File: src/rtl/pc_seq_pkg.sv
// Shared types and constants for the fetch PC sequencer (exception support gated by PC_SEQ_EPC_EN).
// Holds the address width, the sequencer state encoding and the default reset/step/vector values.
package pc_seq_pkg;

    localparam int PC_W = 16;

    typedef enum logic [1:0] {
        IDLE   = 2'd0,
        RUN    = 2'd1,
        HALTED = 2'd2
    } pc_state_t;

    localparam logic [PC_W-1:0] DEF_RESET_PC  = 16'h0000;
    localparam logic [PC_W-1:0] DEF_PC_STEP   = 16'h0002;
    localparam logic [PC_W-1:0] EXC_VECTOR    = 16'h0002;
    localparam logic [PC_W-1:0] PC_ALIGN_MASK = 16'hFFFE;

endpackage

File: src/rtl/pc_next_sel.sv
// Next-PC priority mux: halt > siic > rti > redirect > stall > increment (siic/rti only with PC_SEQ_EPC_EN).
// Latency: purely combinational; backpressure: stall holds pc unless a higher-priority event applies.
module pc_next_sel
    import pc_seq_pkg::*;
(
    input  logic            run,
    input  logic            halt,
    input  logic            redirect,
    input  logic            stall,
    input  logic [PC_W-1:0] pc,
    input  logic [PC_W-1:0] pc_inc,
    input  logic [PC_W-1:0] redirect_pc,
`ifdef PC_SEQ_EPC_EN
    input  logic            siic,
    input  logic            rti,
    input  logic [PC_W-1:0] epc,
    output logic            epc_load,
`endif
    output logic [PC_W-1:0] pc_next,
    output logic            halt_take
);

    always_comb begin
        pc_next   = pc;
        halt_take = 1'b0;
`ifdef PC_SEQ_EPC_EN
        epc_load  = 1'b0;
`endif
        // Outside RUN every input is ignored and pc holds.
        if (run) begin
            if (halt) begin
                halt_take = 1'b1;
`ifdef PC_SEQ_EPC_EN
            end else if (siic) begin
                pc_next  = EXC_VECTOR;
                epc_load = 1'b1;
            end else if (rti) begin
                pc_next = epc;
`endif
            end else if (redirect) begin
                pc_next = redirect_pc & PC_ALIGN_MASK;
            end else if (!stall) begin
                pc_next = pc_inc;
            end
        end
    end

endmodule

File: src/rtl/pc_sequencer.sv
// Fetch PC sequencer with IDLE/RUN/HALTED control; optional exception save/return via PC_SEQ_EPC_EN.
// Latency: inputs sampled at an edge show on pc right after it; backpressure: stall holds pc.
module pc_sequencer
    import pc_seq_pkg::*;
#(
    parameter logic [PC_W-1:0] RESET_PC = DEF_RESET_PC,
    parameter logic [PC_W-1:0] PC_STEP  = DEF_PC_STEP
)(
    input  logic            clk,
    input  logic            rst,
    input  logic            stall,
    input  logic            halt,
    input  logic            redirect,
    input  logic [PC_W-1:0] redirect_pc,
`ifdef PC_SEQ_EPC_EN
    input  logic            siic,
    input  logic            rti,
    output logic [PC_W-1:0] epc,
`endif
    output logic [PC_W-1:0] pc,
    output logic [PC_W-1:0] pc_inc,
    output logic            fetch_valid,
    output logic            halted
);

    pc_state_t       state;
    pc_state_t       state_next;
    logic [PC_W-1:0] pc_next;
    logic            halt_take;
    logic            run;

    assign run         = (state == RUN);
    assign fetch_valid = run;
    assign pc_inc      = pc + PC_STEP;

`ifdef PC_SEQ_EPC_EN
    logic epc_load;
`endif

    pc_next_sel u_next_sel (
        .run         (run),
        .halt        (halt),
        .redirect    (redirect),
        .stall       (stall),
        .pc          (pc),
        .pc_inc      (pc_inc),
        .redirect_pc (redirect_pc),
`ifdef PC_SEQ_EPC_EN
        .siic        (siic),
        .rti         (rti),
        .epc         (epc),
        .epc_load    (epc_load),
`endif
        .pc_next     (pc_next),
        .halt_take   (halt_take)
    );

    always_ff @(posedge clk) begin
        if (rst) begin
            state <= IDLE;
        end else begin
            state <= state_next;
        end
    end

    always_comb begin
        state_next = state;
        case (state)
            IDLE:    state_next = RUN;
            RUN:     if (halt_take) state_next = HALTED;
            HALTED:  state_next = HALTED;
            default: state_next = IDLE;
        endcase
    end

    always_ff @(posedge clk) begin
        if (rst) begin
            pc     <= RESET_PC;
            halted <= 1'b0;
        end else begin
            pc     <= pc_next;
            halted <= (state_next == HALTED);
        end
    end

`ifdef PC_SEQ_EPC_EN
    // Return address is the instruction after the one taking the exception.
    always_ff @(posedge clk) begin
        if (rst) begin
            epc <= '0;
        end else if (epc_load) begin
            epc <= pc_inc;
        end
    end
`endif

endmodule

File: config.mk
export PLATFORM = sky130hd
export DESIGN_NAME = pc_sequencer
export DESIGN_NICKNAME = d
export VERILOG_FILES = /design/src/rtl/pc_seq_pkg.sv /design/src/rtl/pc_next_sel.sv /design/src/rtl/pc_sequencer.sv
export SDC_FILE = /design/constraint.sdc
export NUM_CORES = 1
export LEC_CHECK = 0
export ABC_CLOCK_PERIOD_IN_PS = 2000
export CAP_MARGIN = 20
export CORE_UTILIZATION = 42
export DETAILED_ROUTE_END_ITERATION = 7
export MAX_ROUTING_LAYER = met4
export PLACE_DENSITY = 0.77
export SYNTH_ARGS = -nofsm -noshare
export SYNTH_HDL_FRONTEND = slang
export SYNTH_SLANG_ARGS = --single-unit
export TNS_END_PERCENT = 100
File: constraint.sdc
create_clock -name clk -period 2 [get_ports clk]
set_input_delay 0.4 -clock clk [delete_from_list [all_inputs] [get_ports clk]]
set_output_delay 0.4 -clock clk [all_outputs]
set_load 0.03 [all_outputs]
==> impl_metrics.ini <==
[detailed_routing]
vias = 1588
ant_nets = 0
finalWirelength_um = 4210
routed_via_density = 5.77
first_pass_iters = 4
drtIter0Drc = 59
drc = 0
wl_per_cell_um = 15.3

[setup_path]
arrival_ns = 1.65
worst-path-buf-inv = 2
crit_top_cell = buf_6
worstSetupPathType = flop to primary output
cp.required_ns = 1.60
slowest_delay_ns = 0.38
cp_cell_sequence = nand4_1, buf_6, nor4_4, xor2_2, buf_6
end_kind = primary output
cp_slowest_cell = dfxtp_4
cp_max_fo = 3
cp_top_family = simple AND/OR/NAND/NOR gates
cp-start-kind = flop

[cts]
clkSinkCount = 18
cts_buffer_depth = 2
clk_pin_slew_ns = 0.11
cts_hold_buf = 0
cts_tree = done
insertion_delay_ns = 0.29
cts_buffers = 3
cts-root-buf = clkbuf_4
htree_levels = 1

[sta]
finalClockSkew_ns = 0.00679
fin_ws_ns = -0.0484
final_max_slew_viol_count = 0
final-setup-viol-count = 1
finalCritPeriodShare_pct = 102
finalHoldViolCount = 0
max_freq_mhz = 488
period_needed_ns = 2.05
rsz0062_at_grt = yes
whs_ns = 0.471

[final_layout]
num-fill-cells = 198
layout-drive-gt1-share_pct = 33.6
layout_commonest_cell = clkdlybuf4s50_1
nNetsFinal = 268
layout_common_cells = clkdlybuf4s50_1 (37), buf_4 (35), nand2_1 (23), nor2_1 (12), dfxtp_4 (12)
syn_to_final_growth_pct = 79.4
multi_input_area_um2 = 938
design_area_um2 = 2220
n_antenna_cell = 0
regArea_um2 = 405
instances_no_fill = 275

[global_route]
antenna_found_initial = 0
gr-total-overflow = 0
grt_usage_pct = 25.9
grt_pass1_vias = 1418
grt_pass1_wl_um = 6370
grt_max_degree = 40

[synth]
yosysSeqAreaShare_pct = 29.1
avgSynthCellArea_um2 = 7.36
synth.distinct_cells = 39
yosys_warnings = 0
synth_xor_area_share_pct = 9.21
synth_compound_area_share_pct = 19.9
muxShareOfSynthArea_pct = 3.34
synth-edff-count = 0
synth_top_family_by_area = simple AND/OR/NAND/NOR gates
async_flop_share_pct = 0
synth-seq-cells = 18
synthFlopType = dfxtp_1
synth-simple-area-share_pct = 30.2
synthAdderAreaFrac_pct = 1.01
syn_area_um2 = 1240
syn_inst = 168

[run_status]
outcome = finished with violations
violations = setup timing

[placed_design]
dp_cells = 248
hpwl_um = 2700
gp_congestion = 0.844
port_buffers = 51
pre_cts_ws_ns = -0.124
placed_area_um2 = 1900

[floorplan]
initial_core_util_pct = 44.4
die_x_um = 56.3
num_rows = 19
core-area_um2 = 2780
io_pins = 55
die_h_um = 56.3
die_area_um2 = 3160

[pwr]
p_leak_uw = 0.000930
p_per_area_nw_per_um2 = 394
finalPower_uw = 874
vdd_drop_max_uv = 359

[run]
cap_violations = 0

[min_path]
worstHoldPathType = flop to flop
## where the power goes
part / internal (µW) / leakage (µW) / switching (µW)
Combinational: 143 / 0.000761 / 160
Clock: 70.0 / 0.0000138 / 116
Sequential: 365 / 0.000156 / 20.0
## area by class of cell
type	count	area share, %
clock buffer	3	1.02
timing repair buffer	86	35.8
tap	31	1.75
inverter	5	0.846
sequential	18	18.3
multi-input combinational	132	42.3
## timing repair
item | CTS | global route
setup buffers | 14 | 10
setup endpoints to repair | 11 | 8
pin swaps | 7 | 8
resized for setup | 22 | 13
## registers in the layout, indices dropped and copies added, names as in the netlist
name and flops:
pc 15, state 2, halted 1
## worst register-to-register path, cell delays in order, from the launching register on
cell and delay, ns:
dfxtp_1 0.36, or3b_1 0.41, or2_1 0.25, or3_1 0.37
o221ai_1 0.20
## metal layers
layer  vias up  wire (µm)  share of wire [%]  global-route usage [%]
li1        750          -                  -                       -
met5         -          0                  0                       -
met4         0         30               0.71                    7.67
met3         4        280                6.6                    2.76
met2        66       2190                 52                    46.1
met1       768       1710                 41                    30.8
## cell usage after synthesis (all sizes together) (4+ instances only)
master | n | area share [%]
xor2 | 7 | 5.0
nor4 | 5 | 2.5
nand4 | 6 | 3.0
or3b | 4 | 2.8
nor2 | 13 | 4.1
nand3 | 8 | 3.2
a21oi | 9 | 3.6
dfxtp | 18 | 29
buf | 8 | 3.5
a31oi | 6 | 3.0
clkbuf | 6 | 1.8
nand2 | 23 | 7.0
o21ai | 10 | 4.0
inv | 5 | 1.5
xnor2 | 6 | 4.3
## final timing paths
| check | start | endpoint | slack (ns) | cells after the start |
|---|---|---|---|---|
| worst max-delay path | pc[10]$_SDFFE_PP0P_ | pc_inc[15] | -0.05 | 5 |
| worst min-delay path | state[1]$_SDFF_PP0_ | state[0]$_SDFF_PP0_ | 0.47 | 1 |
| worst max register to register | state[0]$_SDFF_PP0_ | pc[7]$_SDFFE_PP0P_ | 0.34 | 4 |
| worst min register to register | state[1]$_SDFF_PP0_ | state[0]$_SDFF_PP0_ | 0.47 | 1 |
## cell families after synthesis
family,count (synthesis)
other,1
multiplexers,4
AO/OA/AOI/OAI,39
flip-flops,18
buffers and inverters,19
AND/OR/NAND/NOR,73
adder cells (fa/ha/maj),1
XOR/XNOR,13
## through the flow
stage	TNS (ns)	util [%]
floorplan	0	-
global placement	-0.264	68.4
detailed placement	-0.607	68.4
CTS	-0.119	75.6
global route	-0.357	79.7
finish	-0.0484	79.7
Note: power is estimated with default switching activity, not from simulation.
==> patch 1, RTL diff (same settings) <==
Set the package constant `PC_W` to 32 (it was 16).
--- a/src/rtl/pc_seq_pkg.sv
+++ b/src/rtl/pc_seq_pkg.sv
@@ -2,7 +2,7 @@
 // Holds the address width, the sequencer state encoding and the default reset/step/vector values.
 package pc_seq_pkg;
 
-    localparam int PC_W = 16;
+    localparam int PC_W = 32;
 
     typedef enum logic [1:0] {
         IDLE   = 2'd0,
Interface: changed (resized pc, pc_inc and redirect_pc); port bits go from 55 to 103. The function was not compared with the original's and may differ.
==> patch 1 against the original RTL <==
The run still ends with setup timing left. Highest routed layer unchanged. Design area rose by 140%. Total power rose by 100%. Synthesized area rose by 110%. Routed wire length rose to 3.0 times the old value. Sequential cell count rose by 16. Worst setup slack got worse by 400 ps. Clock power rose to 3.4 times the old value. Critical path depth did not move.
==> patch 1: results (changes against the original RTL) <==
| Metric | Value |
|---|---|
| Layout cell share with drive strength beyond 1 | 51.8% (+18 points) |
| H-tree level count | 2 (+1) |
| Worst reg2reg startpoint | pc[1] |
| Mean Syn Cell Area | 7.53 um^2 (+2.4%) |
| Non-filler cells, final | 602 (+120%) |
| Compound-Gate Fraction of Synth Area | 23.2% (+3.2 points) |
| Status | finished, violations left |
| Combinational gate power | 0.412 mW (+36%) |
| XOR/XNOR share of the synthesized area | 9.13% (-0.085 points) |
| Met2 usage | 61.3% (+15 points) |
| Met3 WL post-DR | 1090 um (+290%) |
| FF-to-FF setup slack | 0 ps (-340 ps) |
| Global Route Usage Sum | 35.4% (+9.5 points) |
| First-pass GRT wire length | 17100 um (+170%) |
| Leak Pwr | 2.37 nW (+160%) |
| Endpoints failing setup | 28 (+27) |
| Largest net degree at the start of global routing | 34 (-15%) |
| Pre-CTS setup slack | -285 ps (-161 ps) |
| Number of I/O port buffers | 83 (+63%) |
| CP endpoint | pc_inc[23] |
| Violated checks | setup timing |
| Final Skew | 13.0 ps (+6.21 ps) |
| Adder-cell share of the synthesized area | 0.483% (-0.53 points) |
| TritonCTS Buffers | 5 (+2) |
| Root buffer cell | clkbuf_8 |
| Worst Setup SP | pc[19] |
| Met2 routed WL | 6200 um (+180%) |
| Placed cell count | 549 (+120%) |
| Vias in the first global route | 3445 (+140%) |
| Footprint of the multi-input gates | 2420 um^2 (+160%) |
| Maximum vdd ir drop | 0.345 mV (-3.9%) |
| Setup bufs post-CTS | 29 (+15) |
| Final worst slack | -452 ps (-404 ps) |
| Seq/Total Area, Yosys | 26.3% (-2.9 points) |
| Post-synthesis mux area share | 0.821% (-2.5 points) |
| TNS Setup | -6270 ps (-6230 ps) |
| Filler cells | 258 (+30%) |
==> patch 1: cell types whose count changed in the layout (fill, tap and decap cells not counted), moves of 8 or more <==
cell             unedited run  this run
buf_4                      35       109
clkdlybuf4s50_1            37        50
a31oi_1                     6        15
buf_6                      10        43
dfxtp_2                     0         8
nand4_1                     6        15
dfxtp_4                    12        20
xnor2_4                     0        11
nor3_1                      0         8
==> patch 1: cell type report <==
type	count	area share (%)
Multi-Input combinational cell	269	45.7
Sequential cell	34	14.4
Tap cell	75	1.77
Clock buffer	5	1.30
Timing Repair Buffer	209	35.6
Clock inverter	2	0.637
Inverter	8	0.566
==> patch 1: how the worst min path moves through the flow <==
| stage | cells past startpoint | to | slack [ps] |
|---|---|---|---|
| detailed placement | 1 | pc[23] | 460 |
| global placement | 1 | pc[23] | 460 |
| floorplan | 1 | state[0] | 470 |
| finish | 1 | pc[23] | 520 |
| global route | 2 | pc[7] | 530 |
| CTS | 1 | pc[23] | 470 |
==> patch 2, RTL diff (same settings) <==
Without the edit above. Re-encode `pc_state_t` (3 states) as one-hot, 3 bits wide.
--- a/src/rtl/pc_seq_pkg.sv
+++ b/src/rtl/pc_seq_pkg.sv
@@ -4,10 +4,10 @@
 
     localparam int PC_W = 16;
 
-    typedef enum logic [1:0] {
-        IDLE   = 2'd0,
-        RUN    = 2'd1,
-        HALTED = 2'd2
+    typedef enum logic [2:0] {
+        IDLE   = 3'b001,
+        RUN    = 3'b010,
+        HALTED = 3'b100
     } pc_state_t;
 
     localparam logic [PC_W-1:0] DEF_RESET_PC  = 16'h0000;
Check against the original RTL: no difference found for any inputs over 10 cycles, from zero or initial values and one cycle with rst high; not proved beyond that.
==> patch 2 against the original RTL <==
Total power down 2.9%. Sequential cell count up 1. Largest power group unchanged. Utilization up 0.19 points. Largest cell class unchanged. Synthesized cell count up 5.4%. Design area up 3.7%. Synthesized area up 6.8%. Routed wire length up 7.9%. The flow finishes with violations (DRC, setup timing). Die area up 6.5%. Worst setup slack worse by 91 ps.
==> patch 2: results (changes against the original RTL) <==
| Metric | Value |
|---|---|
| Status | finished, violations left |
| Final Skew | 3.50 ps (-3.29 ps) |
| Filler cells | 212 (+7.1%) |
| Met3 WL post-DR | 218 um (-22%) |
| Largest net degree at the start of global routing | 42 (+5.0%) |
| Hold Path Depth | 2 (+1) |
| 1st-iter DRT viols | 97 (+64%) |
| Nets | 273 (+1.9%) |
| Top flop regs | pc: 15 flops, state: 3 flops, halted: 1 flops |
| Non-Clock Inverter Count | 4 (-1) |
| CP endpoint | pc_inc[7] |
| Clk cell area share | 1.20% (+0.18 points) |
| Hold_ws | 555 ps (+84.1 ps) |
| Global Route Usage Sum | 27.8% (+2.0 points) |
| Drt first pass iters | 8 (+4) |
| Netlist cell types | 43 (+10%) |
| Met2 usage | 50.1% (+4.0 points) |
| Synth area leaders | dfxtp_1 (29%), nand2_1 (6.0%), xor2_1 (4.6%), xnor2_1 (4.0%), nand3_1 (3.8%) |
| Non-clk buf share | 34.1% (-1.6 points) |
| Layout cell share with drive strength beyond 1 | 35.2% (+1.6 points) |
| Vias | 1675 (+5.5%) |
| Reg-to-reg endpoint | pc[13] |
| CP Max Fanout | 5 (+2) |
| Multi-input combinational area share | 43.4% (+1.1 points) |
| Synth cell count leaders | nand2_1 (21), dfxtp_1 (19), clkbuf_1 (13), nor2_1 (11) |
| Worst-Skew Late Latency | 310 ps (+20 ps) |
| Routability cong. | 0.863 (+2.3%) |
| FF-to-FF setup slack | 20 ps (-320 ps) |
| Violated checks | DRC, setup timing |
| Met3 usage in global routing | 3.79% (+1.0 points) |
| Final worst slack | -140 ps (-91.1 ps) |
| Root buffer cell | clkbuf_4 |
| Worst Setup SP | pc[1] |
| Seq/Total Area, Yosys | 28.8% (-0.33 points) |
| Sequential cell area | 422 um^2 (+4.0%) |
| Multi-input gates | 137 (+3.8%) |
| Met2 routed WL | 2410 um (+10%) |
| Residual DRC | 3 (+3) |
| Leak Pwr | 0.927 nW (-0.39%) |
| Worst Hold Path EP | halted |
| Maximum vdd ir drop | 0.435 mV (+21%) |
| Vias in the first global route | 1609 (+13%) |
| Met1 Use GR | 31.3% (+0.55 points) |
| DP HPWL | 2970 um (+10%) |
| Sequential cells | 19 (+1) |
| Worst r2r path cells | 6 (+2) |
| First-pass GRT wire length | 7140 um (+12%) |
| Endpoints failing setup | 5 (+4) |
==> patch 2: changes by cell type after synthesis, moves of 2 or more <==
| cell | delta |
|---|---|
| buf_2 | -3 |
| o221ai_1 | -2 |
| nand3_1 | +2 |
| nand4_1 | +2 |
| or4_1 | +2 |
| clkbuf_1 | +7 |
| and2_1 | +3 |
| nand3b_1 | +3 |
| nand2_1 | -2 |
| o21a_1 | -3 |
| a41oi_1 | +2 |
| nor4_1 | -3 |
| nor2b_1 | -2 |
==> patch 2: timing repair <==
| action | CTS | global route |
|---|---|---|
| buffers inserted | 16 | 3 |
| endpoints found under the hold margin | 0 | 0 |
| pin swaps | 9 | 7 |
| setup endpoints to repair | 13 | 13 |
| gates resized for setup | 36 | 11 |
==> patch 2: through the flow <==
stage               cells  util [%]  instance area, um^2  setup WS, ps  TNS [ps]
floorplan             178         -                 1450          16.6         0
global placement      269      70.3                 2020         -70.8      -116
detailed placement    269      70.3                 2020         -77.5      -158
CTS                   289      78.2                 2250         -89.5      -270
global route          292      79.9                 2300          -184      -810
finish                292      79.9                 2300          -140      -370
==> patch 2: where the power goes <==
group | switching (mW) | total [mW] | internal [mW]
combinational | 0.123 | 0.238 | 0.116
sequential | 0.0158 | 0.398 | 0.383
clock | 0.137 | 0.212 | 0.0747
total | 0.276 | 0.849 | 0.573
==> patch 2: kinds of logic (layout without fill, tap and decap cells) <==
kind of cell | Yosys count | count (layout) | share of synthesized area, %
and+or+nand+nor | 77 | 77 | 31.3
AOI/OAI and AO/OA | 42 | 42 | 21.4
buffers and inverters | 22 | 94 | 7.11
DFF | 19 | 19 | 28.8
xor gates and xnor gates | 13 | 13 | 8.63
muxes | 2 | 2 | 1.52
adders and majority gates | 1 | 1 | 0.948
other | 1 | 2 | 0.284
